[config.mk]
export PLATFORM = sky130hd
export DESIGN_NAME = enemy_frame_scheduler_flat
export DESIGN_NICKNAME = d
export VERILOG_FILES = /design/src/rtl/enemy_pkg.sv /design/src/rtl/enemy_frame_scheduler_if.sv /design/src/rtl/frame_tick_gen.sv /design/src/rtl/enemy_frame_scheduler.sv /design/src/flat_wrapper.sv
export SDC_FILE = /design/constraint.sdc
export NUM_CORES = 1
export LEC_CHECK = 0
export CELL_PAD_IN_SITES_DETAIL_PLACEMENT = 0
export CELL_PAD_IN_SITES_GLOBAL_PLACEMENT = 1
export CORE_UTILIZATION = 43
export DETAILED_ROUTE_END_ITERATION = 8
export PLACE_DENSITY = 0.84
export SLEW_MARGIN = 40
export SYNTH_ARGS = -nofsm -noshare
export SYNTH_HDL_FRONTEND = slang
export SYNTH_SLANG_ARGS = --single-unit
[constraint.sdc]
create_clock -name clock -period 2.5 [get_ports clock]
set_clock_uncertainty 0.1 [all_clocks]
set_input_delay 0.625 -clock clock [delete_from_list [all_inputs] [get_ports clock]]
set_output_delay 0.625 -clock clock [all_outputs]
set_load 0.01 [all_outputs]
[src/rtl/enemy_pkg.sv]
`default_nettype none
// ============================================================================
// Module      : enemy_pkg
// Description : Shared state encoding and phase indices for the enemy frame
//               scheduler, the enemies datapath and top-level game control.
// Revision    : 1.0 - initial release
// ============================================================================
package enemy_pkg;

  // Scheduler state encoding (3-bit)
  typedef enum logic [2:0] {
    S_INIT  = 3'd0,
    S_IDLE  = 3'd1,
    S_GEN   = 3'd2,
    S_APPLY = 3'd3,
    S_DRAW  = 3'd4
  } state_t;

  // Bit positions of the one-hot phase vector
  localparam int PH_INIT    = 0;
  localparam int PH_IDLE    = 1;
  localparam int PH_GEN     = 2;
  localparam int PH_APPLY   = 3;
  localparam int PH_DRAW    = 4;
  localparam int NUM_PHASES = 5;

  // One-hot phase vector for a given state
  function automatic logic [NUM_PHASES-1:0] phase_onehot(input state_t s);
    logic [NUM_PHASES-1:0] v;
    v = '0;
    case (s)
      S_INIT:  v[PH_INIT]  = 1'b1;
      S_IDLE:  v[PH_IDLE]  = 1'b1;
      S_GEN:   v[PH_GEN]   = 1'b1;
      S_APPLY: v[PH_APPLY] = 1'b1;
      S_DRAW:  v[PH_DRAW]  = 1'b1;
      default: v = '0;
    endcase
    return v;
  endfunction

endpackage
`default_nettype wire

[src/rtl/enemy_frame_scheduler_if.sv]
`default_nettype none
// ============================================================================
// Module      : enemy_frame_scheduler_if
// Description : Phase/completion bundle between the frame scheduler (master)
//               and the enemies datapath (slave).
// Revision    : 1.0 - initial release
// ============================================================================
interface enemy_frame_scheduler_if;
  logic init;
  logic idle;
  logic gen_move;
  logic apply_move;
  logic draw;
  logic draw_done;

  modport master (
    output init, idle, gen_move, apply_move, draw,
    input  draw_done
  );

  modport slave (
    input  init, idle, gen_move, apply_move, draw,
    output draw_done
  );
endinterface
`default_nettype wire

[src/rtl/frame_tick_gen.sv]
`default_nettype none
// ============================================================================
// Module      : frame_tick_gen
// Description : Free-running frame counter; tick is high while the counter
//               sits on its last value.
// Revision    : 1.0 - initial release
// ============================================================================
module frame_tick_gen #(
  parameter int FRAME_CYCLES = 833333
) (
  input  wire logic clock,
  input  wire logic reset,
  output logic      tick
);

  localparam int             CNT_W = $clog2(FRAME_CYCLES);
  localparam logic [CNT_W-1:0] LAST = CNT_W'(FRAME_CYCLES - 1);

  logic [CNT_W-1:0] count;

  // Count 0..FRAME_CYCLES-1 and wrap, independent of scheduler state
  always_ff @(posedge clock) begin
    if (reset)              count <= '0;
    else if (count == LAST) count <= '0;
    else                    count <= count + CNT_W'(1);
  end

  assign tick = (count == LAST);

endmodule
`default_nettype wire

[src/rtl/enemy_frame_scheduler.sv]
`default_nettype none
// ============================================================================
// Module      : enemy_frame_scheduler
// Description : Turns the frame tick into one GEN/APPLY/DRAW pass per frame,
//               with a draw watchdog, pending-tick and overrun tracking.
// Revision    : 1.0 - initial release
// ============================================================================
module enemy_frame_scheduler
  import enemy_pkg::*;
#(
  parameter int FRAME_CYCLES = 833333,
  parameter int INIT_CYCLES  = 4,
  parameter int DRAW_TIMEOUT = 2048
) (
  input  wire logic                clock,
  input  wire logic                reset,
  input  wire logic                enable,
  enemy_frame_scheduler_if.master  bus,
  output logic                     frame_overrun,
  output logic                     draw_timeout,
  output logic [7:0]               frame_count
);

  localparam int               IC_W      = (INIT_CYCLES > 1) ? $clog2(INIT_CYCLES) : 1;
  localparam logic [IC_W-1:0]  INIT_LAST = IC_W'(INIT_CYCLES - 1);
  localparam int               WD_W      = $clog2(DRAW_TIMEOUT);
  localparam logic [WD_W-1:0]  WD_LAST   = WD_W'(DRAW_TIMEOUT - 1);

  state_t                  state, state_next;
  logic [NUM_PHASES-1:0]   phase;
  logic [IC_W-1:0]         init_cnt;
  logic [WD_W-1:0]         watchdog;
  logic                    pending;
  logic                    tick;
  logic                    start;
  logic                    draw_abort;

  frame_tick_gen #(
    .FRAME_CYCLES(FRAME_CYCLES)
  ) u_tick (
    .clock(clock),
    .reset(reset),
    .tick (tick)
  );

  // Next-state decode; start/draw_abort are the pass-begin and watchdog events
  always_comb begin
    state_next = state;
    start      = 1'b0;
    draw_abort = 1'b0;
    case (state)
      S_INIT: begin
        // Counting only while init is visible keeps the reset cycle out of INIT_CYCLES
        if (phase[PH_INIT] && (init_cnt == INIT_LAST)) state_next = S_IDLE;
      end
      S_IDLE: begin
        if (enable && (tick || pending)) begin
          state_next = S_GEN;
          start      = 1'b1;
        end
      end
      S_GEN:   state_next = S_APPLY;
      S_APPLY: state_next = S_DRAW;
      S_DRAW: begin
        if (bus.draw_done) begin
          state_next = S_IDLE;
        end else if (watchdog == WD_LAST) begin
          state_next = S_IDLE;
          draw_abort = 1'b1;
        end
      end
      default: state_next = S_INIT;
    endcase
  end

  // State register and registered one-hot phase outputs (all low during reset)
  always_ff @(posedge clock) begin
    if (reset) begin
      state    <= S_INIT;
      phase    <= '0;
      init_cnt <= '0;
    end else begin
      state <= state_next;
      phase <= phase_onehot(state_next);
      if (phase[PH_INIT]) init_cnt <= init_cnt + IC_W'(1);
    end
  end

  // Draw watchdog: cleared entering APPLY, counts every DRAW cycle
  always_ff @(posedge clock) begin
    if (reset)                       watchdog <= '0;
    else if (state_next == S_APPLY)  watchdog <= '0;
    else if (state == S_DRAW)        watchdog <= watchdog + WD_W'(1);
  end

  // Pending tick and overrun pulse: one tick may wait, a second is dropped
  always_ff @(posedge clock) begin
    if (reset) begin
      pending       <= 1'b0;
      frame_overrun <= 1'b0;
    end else begin
      frame_overrun <= 1'b0;
      if (start) begin
        pending <= 1'b0;
      end else if (tick) begin
        if (pending) frame_overrun <= 1'b1;
        else         pending       <= 1'b1;
      end
    end
  end

  // Pass counter and sticky draw-abort flag
  always_ff @(posedge clock) begin
    if (reset) begin
      frame_count  <= 8'd0;
      draw_timeout <= 1'b0;
    end else begin
      if (start)      frame_count  <= frame_count + 8'd1;
      if (draw_abort) draw_timeout <= 1'b1;
    end
  end

  assign bus.init       = phase[PH_INIT];
  assign bus.idle       = phase[PH_IDLE];
  assign bus.gen_move   = phase[PH_GEN];
  assign bus.apply_move = phase[PH_APPLY];
  assign bus.draw       = phase[PH_DRAW];

endmodule
`default_nettype wire
[src/flat_wrapper.sv]
// flat-port wrapper written by rule: the top's interface ports become plain ports
module enemy_frame_scheduler_flat import enemy_pkg::*;
#(
  parameter int FRAME_CYCLES = 833333,
  parameter int INIT_CYCLES  = 4,
  parameter int DRAW_TIMEOUT = 2048
)
  (clock, reset, enable, frame_overrun, draw_timeout, frame_count, bus_init, bus_idle, bus_gen_move, bus_apply_move, bus_draw, bus_draw_done);
  enemy_frame_scheduler_if bus_i ();
  input  wire logic clock;
  input  wire logic reset;
  input  wire logic enable;
  output logic frame_overrun;
  output logic draw_timeout;
  output logic [7:0] frame_count;
  output wire logic [$bits(bus_i.init)-1:0] bus_init;
  output wire logic [$bits(bus_i.idle)-1:0] bus_idle;
  output wire logic [$bits(bus_i.gen_move)-1:0] bus_gen_move;
  output wire logic [$bits(bus_i.apply_move)-1:0] bus_apply_move;
  output wire logic [$bits(bus_i.draw)-1:0] bus_draw;
  input wire logic [$bits(bus_i.draw_done)-1:0] bus_draw_done;
  assign bus_init = bus_i.init;
  assign bus_idle = bus_i.idle;
  assign bus_gen_move = bus_i.gen_move;
  assign bus_apply_move = bus_i.apply_move;
  assign bus_draw = bus_i.draw;
  assign bus_i.draw_done = bus_draw_done;
  enemy_frame_scheduler #(.FRAME_CYCLES(FRAME_CYCLES), .INIT_CYCLES(INIT_CYCLES), .DRAW_TIMEOUT(DRAW_TIMEOUT)) u_core (.clock(clock), .reset(reset), .enable(enable), .bus(bus_i), .frame_overrun(frame_overrun), .draw_timeout(draw_timeout), .frame_count(frame_count));
endmodule
After elaboration in Yosys (flattened, before gate mapping)

Cells that the tools add are included.

Div/mod/pow operators: 0
Bitwise operators: 1
Equality and inequality tests: 11
Reductions and logical operators: 9
Multiplexer cells: 16
Multiply operators: 0
$lt $le $gt $ge: 0
Add/sub/neg operators: 4
Shift operators: 0

Operators with widths:

| operator                                            | number |
|---|---|
| adder 20 x 1 -> 20 bit, second input constant       | 1 |
| equality test 20 bit, second input constant         | 1 |
| case mux 3 bit (5 select lines)                     | 1 |
| equality test 3 x 2 -> 1 bit, second input constant | 4 |
| 2-to-1 mux 3 bit                                    | 4 |
| adder 11 x 1 -> 11 bit, second input constant       | 1 |
| equality test 11 bit, second input constant         | 1 |
| 2-to-1 mux 1 bit                                    | 11 |
| adder 8 x 1 -> 8 bit, second input constant         | 1 |
| equality test 3 x 1 -> 1 bit, second input constant | 2 |
| equality test 3 bit, second input constant          | 2 |
| zero test 3 bit                                     | 2 |
| OR reduction 2 bit                                  | 3 |
| OR reduction 3 bit                                  | 1 |
| adder 2 x 1 -> 2 bit, second input constant         | 1 |
| equality test 2 bit, second input constant          | 1 |
| logical AND 1 bit                                   | 2 |
| logical OR 1 bit                                    | 1 |
| NOT 1 bit                                           | 1 |

Memories kept: 0
Bits in latches: 0
Output and inout port bits: 15
Memory bits (writable): 0
ROM bits: 0
Bits in registers: 52
Input bits: 4
Word-level logic and storage cells: 50

Depth between registers and ports, before layout

Depth after elaboration: 7
Gate-level depth with buffers: 8
Mapped depth without buffers: 7

By module

Synthesis repeated with hierarchy kept, for this count alone.

Cell total of the unflattened synthesis: 260
Area, all modules: 2,364.8 µm²

Modules (own cells, without submodules):

| module                | area an instance (µm²) | times used | sequential area each (µm²) | cells each |
|---|---|---|---|---|
| enemy_frame_scheduler | 1,400.1                | 1          | 640.6                      | 152 |
| frame_tick_gen        | 964.7                  | 1          | 400.4                      | 108 |

Worst setup path before layout

Ideal clock, no wire load.

Path kind: register -> register
From: register u_core.u_tick.count[0]
To: register u_core.frame_count[7]
Data required time: 2,329 ps
Arrival: 1,699 ps
Clock period less this slack: 1,869 ps
Cell stages (with the launch flop): 9
Setup time: 71 ps
Buffers on the path: 1
Setup slack: 631 ps
Cells stage by stage: dfxtp_1 inv_1 ha_1 nor4bb_1 and3_2 a21oi_2 buf_6 or4_1 a21oi_1

Longest elaborated chain between the ends: 5

RTL lines:

| element                  | line                         | text |
|---|---|---|
| start: declaration       | frame_tick_gen.sv:19         | `logic [CNT_W-1:0] count;` |
| start signal: assignment | frame_tick_gen.sv:25         | `else count <= count + CNT_W'(1);` |
| equality test 20 bit     | frame_tick_gen.sv:28         | `assign tick = (count == LAST);` |
| logical OR 1 bit         | enemy_frame_scheduler.sv:57  | `if (enable && (tick \|\| pending)) begin` |
| logical AND 1 bit        | enemy_frame_scheduler.sv:57  |  |
| 2-to-1 mux 1 bit         | enemy_frame_scheduler.sv:57  |  |
| 2-to-1 mux 1 bit         | enemy_frame_scheduler.sv:51  | `case (state)` |
| end signal: assignment   | enemy_frame_scheduler.sv:118 | `if (start) frame_count <= frame_count + 8'd1;` |
| end: declaration         | enemy_frame_scheduler.sv:21  | `output logic [7:0] frame_count` |

No other way between the ends.
A chain may end at the register's enable or synchronous reset.

Worst setup path after layout

From: register u_core.frame_count[0]
To: output port frame_count[0]

RTL lines:

| element          | line               | text |
|---|---|---|
| end: declaration | flat_wrapper.sv:15 | `output logic [7:0] frame_count;` |

No word-level cell between the ends.

==> summary.md <==
| Metric | Value |
|---|---|
| Status | complete, no violations |
| Initial antenna violation count | 0 |
| Maximum vdd drop | ~0.46 mV |
| Drt first pass iters | 5 |
| DP Area | 0.00256 mm^2 |
| CTS tree | done |
| Worst Path Arrival | 1.32 ns |
| Synthesis-stage register bit count | 52 |
| Clock tree buffer depth | 2 |
| Buffers and inverters on the worst path | 1 |
| Latest clock arrival within the worst-skew pair | roughly 0.32 ns |
| Share of layout cells above drive strength 1 | under 10% |
| Post-synth top area share | a little under half |
| Max-Slew Margin vs Limit | a little over half |
| # hold bufs at CTS | 0 |
| Fraction of registers with async set/reset | 0% |
| Critical Path Fanout Max | 6 |
| Post-Syn Area | ~0.0023 mm^2 |
| Final WL | 4050 um |
| Post-synthesis cell type count | 43 |
| Mapped Avg Cell Area | 8.98 um^2 |
| Family with the most delay on the worst path | buffers and inverters |
| Measured slew at the worst slew-check pin | 0.692 ns |
| Number of global-route vias before repair | approximately 1.6k |
| Syn Nets | approximately 260 |
| GRT Residual Overflow | 0 |
| Final ANT Viol Nets | 0 |
| Cells after synthesis | approximately 260 |
| LEAKAGE | about 1 nW |
| Total Routing Usage GR | 16.3% |
| Final Setup Violations | 0 |
| Required @ worst endpoint | approximately 1.8 ns |
| Detailed Place HPWL | approximately 2800 um |
| Slowest CP cell | clkdlybuf4s50_1 |
| Setup Crit Path Kind | flip-flop to output pin |
| Top_reg_cell synth | dfxtp_1 |
| Cts repair resizes | 0 |
| Pin count of the biggest net entering global routing | 21 |
| Width of the die | between 70 and 80 um |
| Final total power | approximately 1.5 mW |
| Tmin final | approximately 2 ns |
| Max-slew violations | 0 |
| Dominant cell type by area after synthesis | dfxtp_1 |
| Fillers | ~510 |
| Core area | about 0.0051 mm^2 |
| Layout area overhead | 17.2% |
| Clock sink total | 52 |
| Antenna cells | 0 |
| Via density | roughly 5 |
| Rows | 26 |
| Number of synthesized flops with an enable pin | 0 |
| TritonCTS Buffers | 5 |
| Hold Violations, Final | 0 |
| Register area share after synthesis | a little under half |
| Final routed DRC violation total | 0 |
| Die height | 75.0 um |
| Pwr dens | approximately 570 mW/mm^2 |
| FMAX | approximately 0.49 GHz |
| PortBufs | 18 |
| Post-CTS setup buffers | 0 |
| Maxcap violations | 0 |
| RSZ-0062 raised after global routing | no |
| First-pass GRT wire length | about 6900 um |
| Synth area leaders | dfxtp_1, nor2_1, xor2_1 |
| Final RePlAce weighted congestion | just over 0.7 |
| Average wire per standard cell | ~12 um |
| Total Nets Final | 286 |
| H-tree depth | 2 |
| Tcrit/Tclk final | approximately four fifths |
| Critical Path Start Type | flip-flop |
| Root buffer cell | clkbuf_8 |
| Non-filler cells in the finished layout | 348 |
| Starting Density | between 40% and 50% |
| Die Area | between 0.005 and 0.006 mm^2 |
| Yosys warns | 0 |
| Final setup TNS | 0 ns |
| 1st-iter DRT viols | 50 |
| CP peak stage delay | around 0.57 ns |
| Final instance area | ~0.0027 mm^2 |
| Cell Chain, Critical Path | clkdlybuf4s50_1 |
| IO Count | 19 |
| Crit. End Element | output pin |
| Dpl cells | 340 |
| Vias | ~1.7k |
| Worst min-delay path category | flip-flop to flip-flop |
| Clock transition at path regs | around 0.10 ns |
[per-stage QoR]
step	hold slack (ns)	setup WS, ns	util, %
after floorplan	0.330	0.631	-
final	0.377	0.452	52.5
after global routing	0.404	0.248	52.5
after detailed placement	0.354	0.317	50.0
after global placement	0.346	0.340	50.0
after CTS	0.376	0.430	52.5
[final timing paths]
check,slack (ns),depth (start not counted),from,endpoint
max reg2reg,0.46,7,u_core.u_tick.count[0],u_core.u_tick.count[8]
min,0.38,1,u_core.u_tick.count[0],u_core.u_tick.count[0]
min reg2reg,0.38,1,u_core.u_tick.count[0],u_core.u_tick.count[0]
max,0.45,1,u_core.frame_count[0],frame_count[0]
[final cells by class]
class | instances | area [um^2] | area share (%)
Clock buffer | 7 | 96.3 | 3.59
Clock inverter | 1 | 30.0 | 1.12
Inverter | 5 | 18.8 | 0.700
Multi-Input combinational cell | 190 | 1190 | 44.4
Sequential cell | 52 | 1040 | 38.8
Tap cell | 70 | 87.6 | 3.26
Timing Repair Buffer | 23 | 218 | 8.12
[logic make-up (layout without fill, tap and decap cells)]
| kind of cell | Yosys count | count (layout) | synth area share (%) |
|---|---|---|---|
| buffers and inverters | 13 | 36 | 2.51 |
| XOR/XNOR | 28 | 28 | 10.7 |
| AND/OR/NAND/NOR | 126 | 126 | 29.9 |
| flip-flops | 52 | 52 | 45.5 |
| adder cells (fa/ha/maj) | 5 | 5 | 2.73 |
| multiplexers | 3 | 3 | 1.37 |
| AO/OA/AOI/OAI | 28 | 28 | 7.32 |
[synth_stat cells, types with 2 or more instances]
cell	number
or2_2	2
nor2_1	46
or4_1	5
and4_1	4
o31ai_1	5
a21o_1	2
clkbuf_1	6
mux2i_1	2
ha_1	5
nand3_1	10
xnor2_1	12
dfxtp_1	52
inv_1	5
nor2b_1	2
a21oi_1	14
and2_1	5
nand4_1	10
or3_1	2
nor3_1	4
nand2b_1	2
o21ai_0	3
and3_1	7
nand2_1	15
xor2_1	16
[cell usage in the layout, fill, tap and decap left out, types with 7 or more instances in the layout]
cell type	count
clkbuf_8	7
and3_1	7
nand2_1	15
a21oi_1	14
xnor2_1	12
nor2_1	46
clkdlybuf4s50_1	18
nand3_1	10
dfxtp_1	52
nand4_1	10
xor2_1	16
[flip-flops by register name, indices dropped and copies added (netlist names)]
register,count
u_core.pending,1
u_core.state,3
u_core.u_tick.count,20
u_core.frame_overrun,1
u_core.phase,5
u_core.watchdog,11
u_core.draw_timeout,1
u_core.frame_count,8
u_core.init_cnt,2
[metal layers]
metal / GRT usage (%) / wire [um]
met5: 0 / 0
met4: 6.50 / 66
met3: 6.16 / 165
met2: 25.2 / 1740
met1: 20.6 / 2080
[power breakdown]
group / switching [mW] / internal [mW] / total, mW / leakage (nW)
Combinational: 0.0314 / 0.0280 / 0.0594 / 0.498
Sequential: 0.0105 / 0.839 / 0.850 / 0.420
Clock: 0.280 / 0.353 / 0.633 / 0.0645
Note: power is estimated with default switching activity, not from simulation.
